## src/rtl/ymc_ctrl.sv

```systemverilog
// Multi-cycle control sequencer for the RV32 teaching datapath. It owns the PC and steps
// FETCH/DECODE/EXEC/MEM/WB. The optional retire counter is enabled with YMC_RETIRE_CNT_EN.
module ymc_ctrl #(
  parameter int unsigned     XLEN  = 32,
  parameter logic [XLEN-1:0] ENTRY = 'h28,
  parameter int unsigned     CNT_W = 16
) (
  input  logic             clk,
  input  logic             reset,
  input  logic             start,
  input  logic [31:0]      ins,
  input  logic             zero,
  input  logic [XLEN-1:0]  imm,
  output logic [XLEN-1:0]  pc,
  output logic             RegWrite,
  output logic             ALUSrc,
  output logic [2:0]       op,
  output logic             MemRead,
  output logic             MemWrite,
  output logic             Mem2Reg,
  output logic [2:0]       state,
  output logic             busy,
  output logic             illegal,
  output logic [CNT_W-1:0] retired
);

  typedef enum logic [2:0] {
    StIdle   = 3'd0,
    StFetch  = 3'd1,
    StDecode = 3'd2,
    StExec   = 3'd3,
    StMem    = 3'd4,
    StWb     = 3'd5,
    StHalt   = 3'd6
  } state_e;

  typedef enum logic [2:0] {
    ClsAlu   = 3'd0,
    ClsLoad  = 3'd1,
    ClsStore = 3'd2,
    ClsBeq   = 3'd3,
    ClsJal   = 3'd4
  } cls_e;

  localparam logic [6:0] OpcLoad  = 7'h03;
  localparam logic [6:0] OpcImm   = 7'h13;
  localparam logic [6:0] OpcStore = 7'h23;
  localparam logic [6:0] OpcReg   = 7'h33;
  localparam logic [6:0] OpcBeq   = 7'h63;
  localparam logic [6:0] OpcJal   = 7'h6F;
  localparam logic [6:0] OpcSys   = 7'h73;

  state_e          state_q, state_d;
  cls_e            cls_q, cls_d;
  logic [XLEN-1:0] pc_q, pc_d;
  logic [XLEN-1:0] tgt_q, tgt_d;
  logic [2:0]      op_q, op_d;
  logic            alusrc_q, alusrc_d;
  logic            m2r_q, m2r_d;
  logic            regwrite_q, regwrite_d;
  logic            memread_q, memread_d;
  logic            memwrite_q, memwrite_d;
  logic            busy_q, busy_d;
  logic            illegal_q, illegal_d;

  logic [6:0]      opcode;
  logic [2:0]      funct3;
  logic            dec_legal;
  logic            dec_ecall;
  cls_e            dec_cls;
  logic [2:0]      dec_op;
  logic            dec_src;
  logic            dec_m2r;
  logic            taken;
  logic [XLEN-1:0] exec_tgt;
  logic            insn_done;

  assign opcode = ins[6:0];
  assign funct3 = ins[14:12];

  always_comb begin
    dec_legal = 1'b1;
    dec_ecall = 1'b0;
    dec_cls   = ClsAlu;
    dec_op    = 3'b010;
    dec_src   = 1'b1;
    dec_m2r   = 1'b0;
    case (opcode)
      OpcReg: begin
        dec_src = 1'b0;
        case (funct3)
          3'b000:  dec_op = ins[30] ? 3'b110 : 3'b010;
          3'b111:  dec_op = 3'b000;
          3'b110:  dec_op = 3'b001;
          3'b010:  dec_op = 3'b111;
          default: dec_legal = 1'b0;
        endcase
      end
      OpcImm: dec_cls = ClsAlu;
      OpcLoad: begin
        dec_cls = ClsLoad;
        dec_m2r = 1'b1;
      end
      OpcStore: dec_cls = ClsStore;
      OpcBeq: begin
        dec_cls = ClsBeq;
        dec_src = 1'b0;
        dec_op  = 3'b110;
      end
      OpcJal: begin
        dec_cls = ClsJal;
        dec_src = 1'b0;
      end
      OpcSys:  dec_ecall = 1'b1;
      default: dec_legal = 1'b0;
    endcase
  end

  // imm is only guaranteed through EXEC, so the jal target is captured there for WB.
  assign taken    = (cls_q == ClsJal) || ((cls_q == ClsBeq) && zero);
  assign exec_tgt = taken ? (pc_q + imm) : (pc_q + XLEN'(4));

  always_comb begin
    state_d   = state_q;
    cls_d     = cls_q;
    tgt_d     = tgt_q;
    op_d      = op_q;
    alusrc_d  = alusrc_q;
    m2r_d     = m2r_q;
    illegal_d = illegal_q;
    case (state_q)
      StIdle:  if (start) state_d = StFetch;
      StFetch: state_d = StDecode;
      StDecode: begin
        if (dec_ecall || !dec_legal) begin
          state_d   = StHalt;
          illegal_d = illegal_q | ~dec_legal;
        end else begin
          state_d  = StExec;
          cls_d    = dec_cls;
          op_d     = dec_op;
          alusrc_d = dec_src;
          m2r_d    = dec_m2r;
        end
      end
      StExec: begin
        tgt_d = exec_tgt;
        case (cls_q)
          ClsLoad, ClsStore: state_d = StMem;
          ClsBeq:            state_d = StFetch;
          default:           state_d = StWb;
        endcase
      end
      StMem:   state_d = (cls_q == ClsLoad) ? StWb : StFetch;
      StWb:    state_d = StFetch;
      StHalt:  state_d = StHalt;
      default: state_d = StIdle;
    endcase

    // Decoded controls are dropped as the next instruction is fetched.
    if (insn_done) begin
      op_d     = 3'b000;
      alusrc_d = 1'b0;
      m2r_d    = 1'b0;
    end
  end

  assign insn_done = (state_d == StFetch) &&
                     ((state_q == StExec) || (state_q == StMem) || (state_q == StWb));

  always_comb begin
    pc_d = pc_q;
    if (insn_done) pc_d = (state_q == StExec) ? exec_tgt : tgt_q;
  end

  assign regwrite_d = (state_d == StWb);
  assign memread_d  = (state_d == StMem) && (cls_d == ClsLoad);
  assign memwrite_d = (state_d == StMem) && (cls_d == ClsStore);
  assign busy_d     = (state_d != StIdle) && (state_d != StHalt);

  always_ff @(posedge clk) begin
    if (reset) begin
      state_q    <= StIdle;
      cls_q      <= ClsAlu;
      pc_q       <= ENTRY;
      tgt_q      <= ENTRY;
      op_q       <= 3'b000;
      alusrc_q   <= 1'b0;
      m2r_q      <= 1'b0;
      regwrite_q <= 1'b0;
      memread_q  <= 1'b0;
      memwrite_q <= 1'b0;
      busy_q     <= 1'b0;
      illegal_q  <= 1'b0;
    end else begin
      state_q    <= state_d;
      cls_q      <= cls_d;
      pc_q       <= pc_d;
      tgt_q      <= tgt_d;
      op_q       <= op_d;
      alusrc_q   <= alusrc_d;
      m2r_q      <= m2r_d;
      regwrite_q <= regwrite_d;
      memread_q  <= memread_d;
      memwrite_q <= memwrite_d;
      busy_q     <= busy_d;
      illegal_q  <= illegal_d;
    end
  end

`ifdef YMC_RETIRE_CNT_EN
  logic [CNT_W-1:0] retired_q, retired_d;

  assign retired_d = insn_done ? (retired_q + CNT_W'(1)) : retired_q;

  always_ff @(posedge clk) begin
    if (reset) retired_q <= '0;
    else       retired_q <= retired_d;
  end

  assign retired = retired_q;
`else
  assign retired = '0;
`endif

  assign state    = state_q;
  assign pc       = pc_q;
  assign op       = op_q;
  assign ALUSrc   = alusrc_q;
  assign Mem2Reg  = m2r_q;
  assign RegWrite = regwrite_q;
  assign MemRead  = memread_q;
  assign MemWrite = memwrite_q;
  assign busy     = busy_q;
  assign illegal  = illegal_q;

endmodule
```

## config.mk

```make
export PLATFORM = sky130hd
export DESIGN_NAME = ymc_ctrl
export DESIGN_NICKNAME = d
export VERILOG_FILES = /design/src/rtl/ymc_ctrl.sv
export SDC_FILE = /design/constraint.sdc
export NUM_CORES = 1
export LEC_CHECK = 0
export CAP_MARGIN = 15
export CORE_ASPECT_RATIO = 0.5
export CORE_MARGIN = 5
export CORE_UTILIZATION = 40
export DETAILED_ROUTE_END_ITERATION = 10
export PLACE_DENSITY = 0.75
export SLEW_MARGIN = 20
export SYNTH_ARGS = -nofsm -noshare
export SYNTH_HDL_FRONTEND = slang
export SYNTH_SLANG_ARGS = --single-unit
```

## constraint.sdc

```tcl
create_clock -name clk -period 7.4 [get_ports clk]
set_input_delay 2.22 -clock clk [delete_from_list [all_inputs] [get_ports clk]]
set_output_delay 2.22 -clock clk [all_outputs]
set_load 0.02 [all_outputs]
```

# [Word-level counts from Yosys, hierarchy flattened]
# Index checks and enable logic that the tools add are counted.
[word_totals] register_bits=80 inputBits=68 wordCells=81
[op_classes] n_addsub=2 n_eq_ne=26 muxes=18 bitwise_logic=3 reduce_logical=20
[op_table] operator="$mux 32" count=2
[op_table] operator="$add 32x3->32 const B" count=1
[op_table] operator="$add 32x32->32" count=1
[op_table] operator="$eq 3x3->1 const B" count=8
[op_table] operator="$pmux 3 s4" count=2
[op_table] operator="$eq 7x7->1 const B" count=3
[op_table] operator="$pmux 3 s7" count=1
[op_table] operator="$eq 3x2->1 const B" count=6
[op_table] operator="$mux 3" count=6
[op_table] operator="$eq 7x6->1 const B" count=2
[op_table] operator="$eq 3x1->1 const B" count=4
[op_table] operator="$pmux 3 s2" count=2
[op_table] operator="$eq 7x2->1 const B" count=1
[op_table] operator="$eq 7x5->1 const B" count=1
[op_table] operator="$logic_not 3->1" count=2
[op_table] operator="$reduce_or 6->1" count=1
[op_table] operator="$logic_and 1x1->1" count=5
[op_table] operator="$logic_or 1x1->1" count=4
[op_table] operator="$mux 1" count=4
[op_table] operator="$reduce_and 2->1" count=2
[op_table] operator="$reduce_or 2->1" count=2
[op_table] operator="$reduce_or 4->1" count=1
[op_table] operator="$ne 3x3->1 const B" count=1
[op_table] operator="$reduce_bool 3->1" count=1
[op_table] operator="5 further kinds" count=6

# [Logic depth before layout (Yosys ltp)]
[logic_depth] depth_word=11 depth_mapped=11 ltp_nobuf=11

# [Worst setup path before layout]
# OpenSTA, ideal clock, no wires.
[synth_path] path_type="input -> register" start="in imm[0]" end="reg pc_q[30] (netlist: pc[30])" t_arrival_ns=4.424 required_time_ns=7.283 slack_ns=2.860 path_stages=11 path_buffers=0 path_cell_list="ha_1 inv_1 fa_1 nor2b_1 o211a_1 o2111a_1 o2111ai_1 a31oi_1 or4_1 and3_1 a22o_1"
[synth_between] elab_chain_len=3
[synth_rtl] item="start: declaration" line="13" source="input logic [XLEN-1:0] imm,"
[synth_rtl] item="$add 32x32->32" line="121" source="assign exec_tgt = taken ? (pc_q + imm) : (pc_q + XLEN'(4));"
[synth_rtl] item="$mux 32" line="121"
[synth_rtl] item="$mux 32"
[synth_rtl] item="end signal: assignment" line="198" source="pc_q <= pc_d;"
[synth_rtl] item="end: declaration" line="55" source="logic [XLEN-1:0] pc_q, pc_d;"
# No other way between the ends.
# A chain may end at the register's enable or synchronous reset.

# [Final worst setup path]
[layout_path] start="in imm[0]" end="reg pc_q[28] (netlist: pc[28])"
# The elaborated chain is that of the path after synthesis.

==> qor.yml <==
status: "finished clean"
fillers: 1344
clkSlewWorstSetupHoldPaths_ns: 0.06
cp.arrival_ns: 5.36
path_delay_family: "compound AO/OA/AOI/OAI gates"
hold_buffers: 0
max_clock_freq_ghz: 0.196
final.setup.tns_ns: 0
worstPathBufferInverterCount: 2
synth_top_area_share_pct: 28.2
crit_type: "in -> reg"
required_ns: 7.65
clock_latency_ns: 0.34
p_leak_nw: 2.75
setup_violations: 0
rr_worst_depth: 9
vias: 5830
post-cts-setup-buffer-count: 0
htreeDepth: 3
rsz0062_at_grt: "no"
switching_share_pct: 29.2
antenna_found_initial: 0
holdWs_ns: 0.454
die_w_um: 179
place_congestion: 0.938
cpMaxStageDelayCell: "clkdlybuf4s50_1"
grt_pass1_vias: 5422
drt_first_iter_violations: 381
r2r_end: "pc[31]$_SDFFE_PP0P_"
synthDistinctLibCells: 67
slew_headroom_pct: 42.9
p_int_w: 0.000884
clock-sinks: 80
antennaDiodeCount: 0
clkPwrFrac_pct: 40.0
min_path_type: "reg -> reg"
core_area_um2: 13700
layout_common_cells: "91 x nor2_1, 91 x clkdlybuf4s50_1, 80 x dfxtp_1, 75 x nand2_1, 69 x a21oi_1"
yosys_register_bits: 80
hold-path-cell-count: 2
post_drt_via_cell_ratio: 5.69
final.setup_skew_ns: 0.00591
max_slew.worst_pin.slew_ns: 0.855
grt_usage_pct: 19.2
grt_start_max_net_pins: 43
slowest_delay_ns: 0.46
cts_buffer_depth: 2
start_kind: "input port"
overflow: 0
grt_pass1_wl_um: 26300
syn_avg_cell_area_um2: 7.55
cp_cell_sequence: "clkdlybuf4s50_1, ha_1, inv_1, fa_1, nor2b_1, o211a_1, o2111a_1, o2111ai_1, a211oi_1, mux2i_1, a32oi_1, a211oi_1"
ctsRootBufferMaster: "clkbuf_16"
ys_seq_area_share_pct: 28.2
place_hpwl_um: 12000
period_needed_ns: 5.10
min_to: "tgt_q[1]$_SDFF_PP0_"
ant_nets: 0
multi_input_area_um2: 3820
die_area_um2: 16800
max-cap-violations: 0
wire_per_inst_um: 16.4
regArea_um2: 1600
cts_resized: 0
min_from: "tgt_q[1]$_SDFF_PP0_"
initial_core_util_pct: 41.4
synth_area_um2: 5690
final_layout_size_suffix_gt1_share_pct: 4.45
cts_tree: "built"
drv_slew: 0
r2r-start: "pc[4]$_SDFFE_PP0P_"
synth_edf_count: 0
drc: 0
synth_top_flop_cell: "dfxtp_1"
switchingPower_w: 0.000364
boundaryPins: 129
end_kind: "flip-flop"
synth_top_area_cell: "dfxtp_1"
synthCells: 753
report.final.hold_viol_count: 0
power.density_nw_per_um2: 177
synth-async-reset-ratio_pct: 0
yosysWarnings: 0
wirelength_um: 16800
numCtsBuffers: 9
pwr-share-seq_pct: 37.8
num_rows: 30
cp_max_fo: 4
crit_top_cell: "a211oi_1"
rrSetupSlack_ns: 4.16
pwr-share-comb_pct: 22.2
ys_top_cells_by_area: "dfxtp_1 28%, ha_1 7.0%, a21oi_1 6.2%"
syn_to_final_growth_pct: 23.8
firstDrtPassIters: 5
nets: 928
die_h_um: 94.3
port_buffers: 91
post-route-period-util_pct: 69.0
irDropWorstVdd_uv: 95.9
cells by family (layout without fill, tap and decap cells):
kind of cell,count (synthesis),after routing,synth area share (%)
flops,80,80,28.2
buf+inv,70,134,5.79
compound gates,242,242,27.7
mux,5,5,0.880
simple gates,277,277,23.1
fa+ha+maj,33,33,7.39
xor+xnor,45,45,6.93
other cells,1,16,0.0659
cell usage after synthesis, drive strengths merged, types with 8 or more instances:
cell type  number
nor2           91
dfxtp          80
nand2          75
a21oi          71
o21ai          48
ha             32
clkbuf         28
xnor2          25
buf            22
a211oi         20
a21o           20
inv            20
nor3           20
xor2           20
nand3          16
and3           14
nand4          11
o211ai         10
or3             9
a31oi           8
nand2b          8
sequential cells by signal, indices dropped and copies added (netlist names):
name,cells
pc,32
tgt_q,32
cls_q,3
op,3
state,3
ALUSrc,1
Mem2Reg,1
MemRead,1
MemWrite,1
RegWrite,1
busy,1
illegal,1
metrics by stage:
step | instance area (um2) | util (%) | std cells | setup slack (ns) | power, W
2_1_floorplan | 5740 | - | 768 | 2.86 | 0.000661
3_3_place_gp | 6700 | 48.8 | 1008 | 2.01 | 0.000751
3_5_place_dp | 6700 | 48.8 | 1008 | 2.00 | 0.000755
4_1_cts | 7040 | 51.3 | 1024 | 2.34 | 0.00125
5_1_grt | 7040 | 51.3 | 1024 | 2.16 | 0.00130
6_report | 7040 | 51.3 | 1024 | 2.30 | 0.00125
how the worst max path moves through the flow:
stage                       from             endpoint  depth (start not counted)
final                     imm[0]  pc[28]$_SDFFE_PP0P_                         12
after CTS                 imm[0]  pc[28]$_SDFFE_PP0P_                         12
after global routing      imm[0]  pc[28]$_SDFFE_PP0P_                         12
after detailed placement  imm[0]  pc[28]$_SDFFE_PP0P_                         12
after global placement    imm[0]  pc[28]$_SDFFE_PP0P_                         12
after floorplan           imm[0]  pc[30]$_SDFFE_PP0P_                         11
area by class of cell:
class | count | area share, %
clock buffers | 11 | 3.59
flip-flops and latches | 80 | 22.7
well taps | 192 | 3.41
repair buffers | 98 | 13.7
inverters | 20 | 1.07
multi-input cells | 618 | 54.3
clock inverters | 5 | 1.23
per-layer routing:
| layer | GRT usage, % | part of all wire [%] |
|---|---|---|
| met2 | 32.6 | 45 |
| met1 | 24.9 | 45 |
| met5 | 0 | 0 |
| met4 | 3.83 | 0.91 |
| met3 | 4.91 | 9.0 |
tightest hold or removal path: cells and delay by family, from the launching register on:
kind / cells / cell delay, ns
AO/OA/AOI/OAI: 1 / 0.06
AND/OR/NAND/NOR: 1 / 0.04
flip-flops: 1 / 0.29
power by group through the flow:
stage	Combinational, W	Clock (W)	Sequential (W)
after floorplan	0.000169	0	0.000491
after global placement	0.000270	0	0.000481
after detailed placement	0.000274	0	0.000482
after CTS	0.000276	0.000504	0.000472
after global routing	0.000303	0.000524	0.000476
final	0.000277	0.000499	0.000472
Power figures use the tool's default switching activity.
